<file path="src/rtl/led_pwm_fader.sv">
// LED PWM fader: turns the blinker's square wave into soft fade edges on the LED pin.
// Latency: pwm_out is registered, one cycle behind pwm_cnt/duty; busy/level_on decode the state register.
// Backpressure: none; the PWM counter is free-running and duty only moves at PWM period boundaries.
module led_pwm_fader #(
  parameter int PWM_BITS  = 8,
  parameter int DUTY_STEP = 16
) (
  input  logic                clk,
  input  logic                rst,
  input  logic                blink_in,
  input  logic                enable,
  output logic                pwm_out,
  output logic [PWM_BITS-1:0] duty,
  output logic                busy,
  output logic                level_on
);

  localparam logic [1:0] S_OFF  = 2'd0;
  localparam logic [1:0] S_UP   = 2'd1;
  localparam logic [1:0] S_DOWN = 2'd2;
  localparam logic [1:0] S_ON   = 2'd3;

  localparam logic [PWM_BITS-1:0] MAX   = {PWM_BITS{1'b1}};
  localparam logic [PWM_BITS:0]   MAX_X = {1'b0, MAX};
  localparam logic [PWM_BITS:0]   STEP  = (PWM_BITS+1)'(DUTY_STEP);

  logic [1:0]          r_state;
  logic [PWM_BITS-1:0] r_duty;
  logic [PWM_BITS-1:0] r_pwm_cnt;
  logic                r_pwm_out;

  logic                w_target;
  logic                w_period_end;
  logic [PWM_BITS:0]   w_sum;
  logic [PWM_BITS:0]   w_diff;
  logic                w_sum_sat;
  logic                w_diff_zero;
  logic [1:0]          w_state_nxt;
  logic [PWM_BITS-1:0] w_duty_nxt;
  logic                w_pwm_nxt;

  // Upstream blinker shares this clock, so the target level is used without synchronisers.
  assign w_target     = blink_in & enable;
  assign w_period_end = (r_pwm_cnt == MAX);

  // One extra bit lets the step detect overflow past MAX and underflow below zero.
  assign w_sum       = {1'b0, r_duty} + STEP;
  assign w_diff      = {1'b0, r_duty} - STEP;
  assign w_sum_sat   = (w_sum >= MAX_X);
  assign w_diff_zero = w_diff[PWM_BITS] || (w_diff == '0);

  // Next state and duty; a direction change takes priority over a step at period end.
  always_comb begin
    w_state_nxt = r_state;
    w_duty_nxt  = r_duty;
    case (r_state)
      S_OFF: begin
        w_duty_nxt = '0;
        if (w_target) begin
          w_state_nxt = S_UP;
        end
      end
      S_UP: begin
        if (!w_target) begin
          w_state_nxt = S_DOWN;
        end else if (w_period_end) begin
          if (w_sum_sat) begin
            w_duty_nxt  = MAX;
            w_state_nxt = S_ON;
          end else begin
            w_duty_nxt = w_sum[PWM_BITS-1:0];
          end
        end
      end
      S_ON: begin
        w_duty_nxt = MAX;
        if (!w_target) begin
          w_state_nxt = S_DOWN;
        end
      end
      S_DOWN: begin
        if (w_target) begin
          w_state_nxt = S_UP;
        end else if (w_period_end) begin
          if (w_diff_zero) begin
            w_duty_nxt  = '0;
            w_state_nxt = S_OFF;
          end else begin
            w_duty_nxt = w_diff[PWM_BITS-1:0];
          end
        end
      end
      default: begin
        w_state_nxt = S_OFF;
        w_duty_nxt  = '0;
      end
    endcase
  end

  // PWM level from this cycle's counter and duty; OFF and ON bypass the compare.
  always_comb begin
    w_pwm_nxt = 1'b0;
    case (r_state)
      S_ON:         w_pwm_nxt = 1'b1;
      S_UP, S_DOWN: w_pwm_nxt = (r_pwm_cnt < r_duty);
      default:      w_pwm_nxt = 1'b0;
    endcase
  end

  // State, duty, free-running counter and the registered LED drive.
  always_ff @(posedge clk) begin
    if (rst) begin
      r_state   <= S_OFF;
      r_duty    <= '0;
      r_pwm_cnt <= '0;
      r_pwm_out <= 1'b0;
    end else begin
      r_state   <= w_state_nxt;
      r_duty    <= w_duty_nxt;
      r_pwm_cnt <= r_pwm_cnt + PWM_BITS'(1);
      r_pwm_out <= w_pwm_nxt;
    end
  end

  assign pwm_out  = r_pwm_out;
  assign duty     = r_duty;
  assign busy     = (r_state == S_UP) || (r_state == S_DOWN);
  assign level_on = (r_state == S_ON);

endmodule

</file>
<file path="config.mk">
export PLATFORM = sky130hd
export DESIGN_NAME = led_pwm_fader
export DESIGN_NICKNAME = d
export VERILOG_FILES = /design/src/rtl/led_pwm_fader.sv
export SDC_FILE = /design/constraint.sdc
export NUM_CORES = 1
export LEC_CHECK = 0
export CAP_MARGIN = 20
export CORE_MARGIN = 3
export CORE_UTILIZATION = 30
export CTS_CLUSTER_SIZE = 14
export DETAILED_ROUTE_END_ITERATION = 7
export RECOVER_POWER = 25
export SLEW_MARGIN = 15
export SYNTH_ARGS = -nofsm -noshare
export SYNTH_HDL_FRONTEND = slang
export SYNTH_SLANG_ARGS = --single-unit
</file>
<file path="constraint.sdc">
create_clock -name clk -period 4.8 [get_ports clk]
set_input_delay 1.44 -clock clk [delete_from_list [all_inputs] [get_ports clk]]
set_output_delay 1.44 -clock clk [all_outputs]
set_load 0.05 [all_outputs]
</file>
Yosys cells after proc, flatten, opt, wreduce, memory -nomap -nowiden
Cells that the tools add are included.
{"block": "totals", "inputBits": 4, "register_bits": 19, "out_inout_bits": 11, "word_cells": 48}
{"block": "classes", "eq_ne": 14, "mux": 17, "n_bitwise": 1, "magnitude_cmp": 2, "add_sub_neg": 3, "n_reduce_logical": 7}
{"cell": "2-to-1 mux 8 bit", "n": 6}
{"cell": "case mux 8 bit (4 select lines)", "n": 1}
{"cell": "2-to-1 mux 2 bit", "n": 8}
{"cell": "inequality test 2 bit, second input constant", "n": 6}
{"cell": "inequality test 3 bit, second input constant", "n": 4}
{"cell": "adder 8 x 5 -> 9 bit, second input constant", "n": 1}
{"cell": ">= comparator 9 x 8 -> 1 bit, second input constant", "n": 1}
{"cell": "logical NOT 9 bit", "n": 1}
{"cell": "subtractor 8 x 5 -> 9 bit, second input constant", "n": 1}
{"cell": "adder 8 x 1 -> 8 bit, second input constant", "n": 1}
{"cell": "equality test 8 bit, second input constant", "n": 1}
{"cell": "< comparator 8 bit", "n": 1}
{"cell": "case mux 2 bit (4 select lines)", "n": 1}
{"cell": "AND reduction 6 bit", "n": 1}
{"cell": "equality test 2 bit, second input constant", "n": 2}
{"cell": "AND reduction 4 bit", "n": 1}
{"cell": "equality test 2 x 1 -> 1 bit, second input constant", "n": 1}
{"cell": "logical NOT 2 bit", "n": 1}
{"cell": "logical OR 1 bit", "n": 2}
{"cell": "case mux 1 bit (2 select lines)", "n": 1}
{"cell": "OR reduction 2 bit", "n": 1}
{"cell": "AND 1 bit", "n": 1}

Longest topological paths before layout
{"block": "depth", "word_depth": 7, "depth_mapped": 8, "depth_no_buf": 8}

Least setup slack after synthesis
No wires, ideal clock.
{"block": "synth_timing", "path_kind": "input to register", "from": "input port blink_in", "to": "register r_duty[2] (netlist: duty[2])", "required_time_ns": 4.729, "path_slack_ns": 2.255, "setup_time_ns": 0.071, "path_stages": 6, "t_arrival_ns": 2.474, "n_path_buf": 0, "cell_sequence": "nand2_1 > nand4_1 > o311ai_4 > o2111ai_2 > or3_1 > a21oi_1"}
{"block": "synth_via", "elab_chain_len": 3, "word_cells_on_any_way": 4, "cone_classes": "eq/ne: 2; bitwise: 1; reduce/logical: 1"}
{"item": "start: declaration", "line_no": "10", "source": "input logic blink_in,"}
{"item": "AND 1 bit (*)", "line_no": "43", "source": "assign w_target = blink_in & enable;"}
{"item": "inequality test 2 bit (no source line)"}
{"item": "AND reduction 4 bit (no source line) (*)"}
{"item": "end signal: assignment", "line_no": "119", "source": "r_duty <= w_duty_nxt;"}
{"item": "end: declaration", "line_no": "28", "source": "logic [PWM_BITS-1:0] r_duty;"}
Mark *: on every way between the ends. The rest lies on a longest branch, timed or not.
A chain may end at the register's enable or synchronous reset.

Worst setup path after layout
{"block": "layout_timing", "from": "register r_state[0]", "to": "output port busy"}
{"block": "layout_via", "elab_chain_len": 2, "word_cells_on_any_way": 3, "cone_classes": "eq/ne: 2; reduce/logical: 1"}
{"item": "start: declaration", "line_no": "27", "source": "logic [1:0] r_state;"}
{"item": "start signal: assignment", "line_no": "118", "source": "r_state <= w_state_nxt;"}
{"item": "equality test 2 x 1 -> 1 bit or equality test 2 bit (tied branches)", "line_no": "127", "source": "assign busy = (r_state == S_UP) || (r_state == S_DOWN);"}
{"item": "logical OR 1 bit (*)", "line_no": "127"}
{"item": "end: declaration", "line_no": "14", "source": "output logic busy,"}
Marked as above.

==> impl_metrics.yaml <==
finish:
  fillers: 370
  final_util: 0.377
  fin_cells: 200
  multi_input_area_um2: 805
  seq_area_um2: 320
  antenna_cells: 0
  areaGrowthSynthToFinish_pct: 18.3
  final_area_um2: 1420
  drive_gt1_frac: 0.0724
  nets: 173
worst_setup_path:
  slowest_delay_ps: 800
  r2r_slack_ps: 2590
  crit_chain: "inv_1 -> ha_1 -> clkdlybuf4s50_1"
  cp.required_ps: 3360
  path_max_fanout: 3
  reg2reg_to: "duty[2]"
  reg2regPathDepth: 8
  cp-start-kind: "flop"
  critPathKind: "reg2out"
  endpoint_kind: "primary output"
  r2r_start: "duty[4]"
  slowest_stage: "clkdlybuf4s50_1"
  arrival_ps: 1790
sta:
  max_slew_margin: 0.566
  rsz0062_at_grt: "false"
  slew_viol_final: 0
  hold_viol: 0
  fin_worst_skew_ps: 5.00
  tightest_slew_ps: 648
  final.period_utilization: 0.674
  fin_crit_ps: 3230
  clock.fmax_mhz: 309
  setup_viol: 0
  timing.setup.tns_ps: 0
clock_network:
  cts_resized: 0
  cts_hold_buf: 0
  cts_buffers: 3
  clkTransAtPathRegs_ps: 60
  cts_max_level: 1
  cts_setup_buffers: 0
  tritoncts: "done"
  numClockSinks: 16
  clockBufferDepth: 2
  clock-root-buffer: "clkbuf_8"
  clk-insertion-delay-late_ps: 250
drt:
  route.detailed.drc: 0
  wl_per_cell_um: 12.7
  first_iter_violations: 32
  num_vias: 1022
  firstDrtPassIters: 4
  ant_nets: 0
  viasPerCell: 5.11
  wl_um: 2530
run_status:
  status: "finished, final reports clean"
global_route:
  grt_pass1_wl_um: 4490
  grt_max_degree: 18
  grt-ovfl-total: 0
  grt_pass1_vias: 985
  grt_util_all_layers: 0.112
  grt_antenna_before_repair: 0
floorplanning:
  num_rows: 22
  die_x_um: 69.3
  start_util: 0.319
  io_pins: 15
  dieArea_um2: 4800
  die-height_um: 69.3
  core_area_um2: 3770
synth:
  yosysSeqAreaShare: 0.267
  synth-async-reset-ratio: 0
  synth.net_count: 160
  yosysUniqueCellTypes: 41
  syn-cell-area_um2: 1200
  netlist_instances: 140
  synth-seq-cells: 16
  synth_area_per_cell_um2: 8.58
  synth_ff_type: "dfxtp_1"
  synth_edf_count: 0
  yosysWarnings: 0
hold_path:
  min-delay-start: "r_pwm_cnt[0]"
  hold_end: "r_pwm_cnt[0]"
  min_path_type: "reg2reg"
  holdPathStages: 1
run:
  cap_viol_max_count: 0
pwr:
  ir_drop_mv: 0.126
  p_per_area_nw_per_um2: 258
  p_leak_uw: 0.000558
placed_design:
  dpl_cell_area_um2: 1370
  post-place-cells: 196
  place_congestion: 0.803
  portBuffers: 14
  place_hpwl_um: 2010
[flip-flops by register name (all words and copies together) (netlist names)]
name	count
r_state	2
pwm_out	1
duty	5
r_pwm_cnt	8
[through the flow]
step / worst slack, ps / total power (uW) / hold slack [ps]
floorplan: 2250 / 226 / 434
global placement: 1680 / 247 / 455
detailed placement: 1590 / 250 / 486
CTS: 1540 / 373 / 501
global route: 1490 / 392 / 549
finish: 1570 / 366 / 489
[worst max path at each step]
stage / from / to / slack (ps) / cells after the start
after floorplan: blink_in / duty[2] / 2250 / 6
after global placement: blink_in / duty[2] / 1680 / 6
after detailed placement: enable / duty[2] / 1590 / 6
after CTS: r_state[0] / busy / 1540 / 3
after global routing: r_state[0] / busy / 1490 / 3
final: r_state[0] / busy / 1570 / 3
[placed cells by master (no fill, tap or decap), types with 2 or more instances in the layout]
cell type,instances
nor3_1,2
o21ai_0,7
or3_1,3
clkdlybuf4s50_1,13
clkbuf_8,4
a21oi_1,7
o31ai_1,8
a31oi_1,2
xor2_1,5
inv_1,11
a21o_1,4
nand2_1,10
nor2_1,10
nor2b_1,2
mux2i_1,3
a221o_1,2
dfxtp_1,16
nand3_1,5
ha_1,16
[metal layers]
metal | vias up | track usage | share of wire
li1 | 528 | - | -
met1 | 473 | 0.143 | 0.49
met2 | 19 | 0.188 | 0.47
met3 | 2 | 0.0304 | 0.036
met4 | 0 | 0.0260 | 0.0047
met5 | - | 0 | 0
[cells by family after synthesis]
| group | Yosys count | share of synthesized area |
|---|---|---|
| DFF | 16 | 0.267 |
| buffers and inverters | 17 | 0.0635 |
| and+or+nand+nor | 44 | 0.196 |
| xor gates and xnor gates | 6 | 0.0437 |
| adders and majority gates | 16 | 0.167 |
| muxes | 3 | 0.0250 |
| AOI/OAI and AO/OA | 38 | 0.239 |
[Yosys cell counts (2+ instances only)]
cell type,n,area share
a221o_1,2,0.017
a31oi_1,2,0.010
o21ai_0,7,0.029
mux2i_1,3,0.025
ha_1,16,0.17
dfxtp_1,16,0.27
buf_4,3,0.019
nand3_1,5,0.021
nor2b_1,2,0.010
clkbuf_1,2,0.0063
nand2_1,10,0.031
o31ai_1,8,0.050
or3_1,3,0.016
xor2_1,5,0.036
nor3_1,2,0.0083
a21o_1,4,0.025
a21oi_1,7,0.029
inv_1,11,0.034
nor2_1,10,0.031
[power breakdown]
| group | leakage [uW] | internal, uW | switching, uW |
|---|---|---|---|
| Sequential | 0.000130 | 139 | 5.84 |
| Clock | 0.0000288 | 72.8 | 46.3 |
| Combinational | 0.000399 | 40.9 | 61.8 |
| Total | 0.000558 | 252 | 114 |
[layout make-up]
class,instances,area share
well taps,48,0.0423
flip-flops and latches,16,0.225
multi-input cells,107,0.566
repair buffers,14,0.0986
clock buffers,4,0.0387
inverters,11,0.0290
[critical path, delay by kind of cell, from the launching register on]
kind	cells	cell delay (ps)
buffers and inverters	2	880
adder cells (fa/ha/maj)	1	310
flip-flops	1	350
No activity file was read; power rests on OpenSTA's default activity.
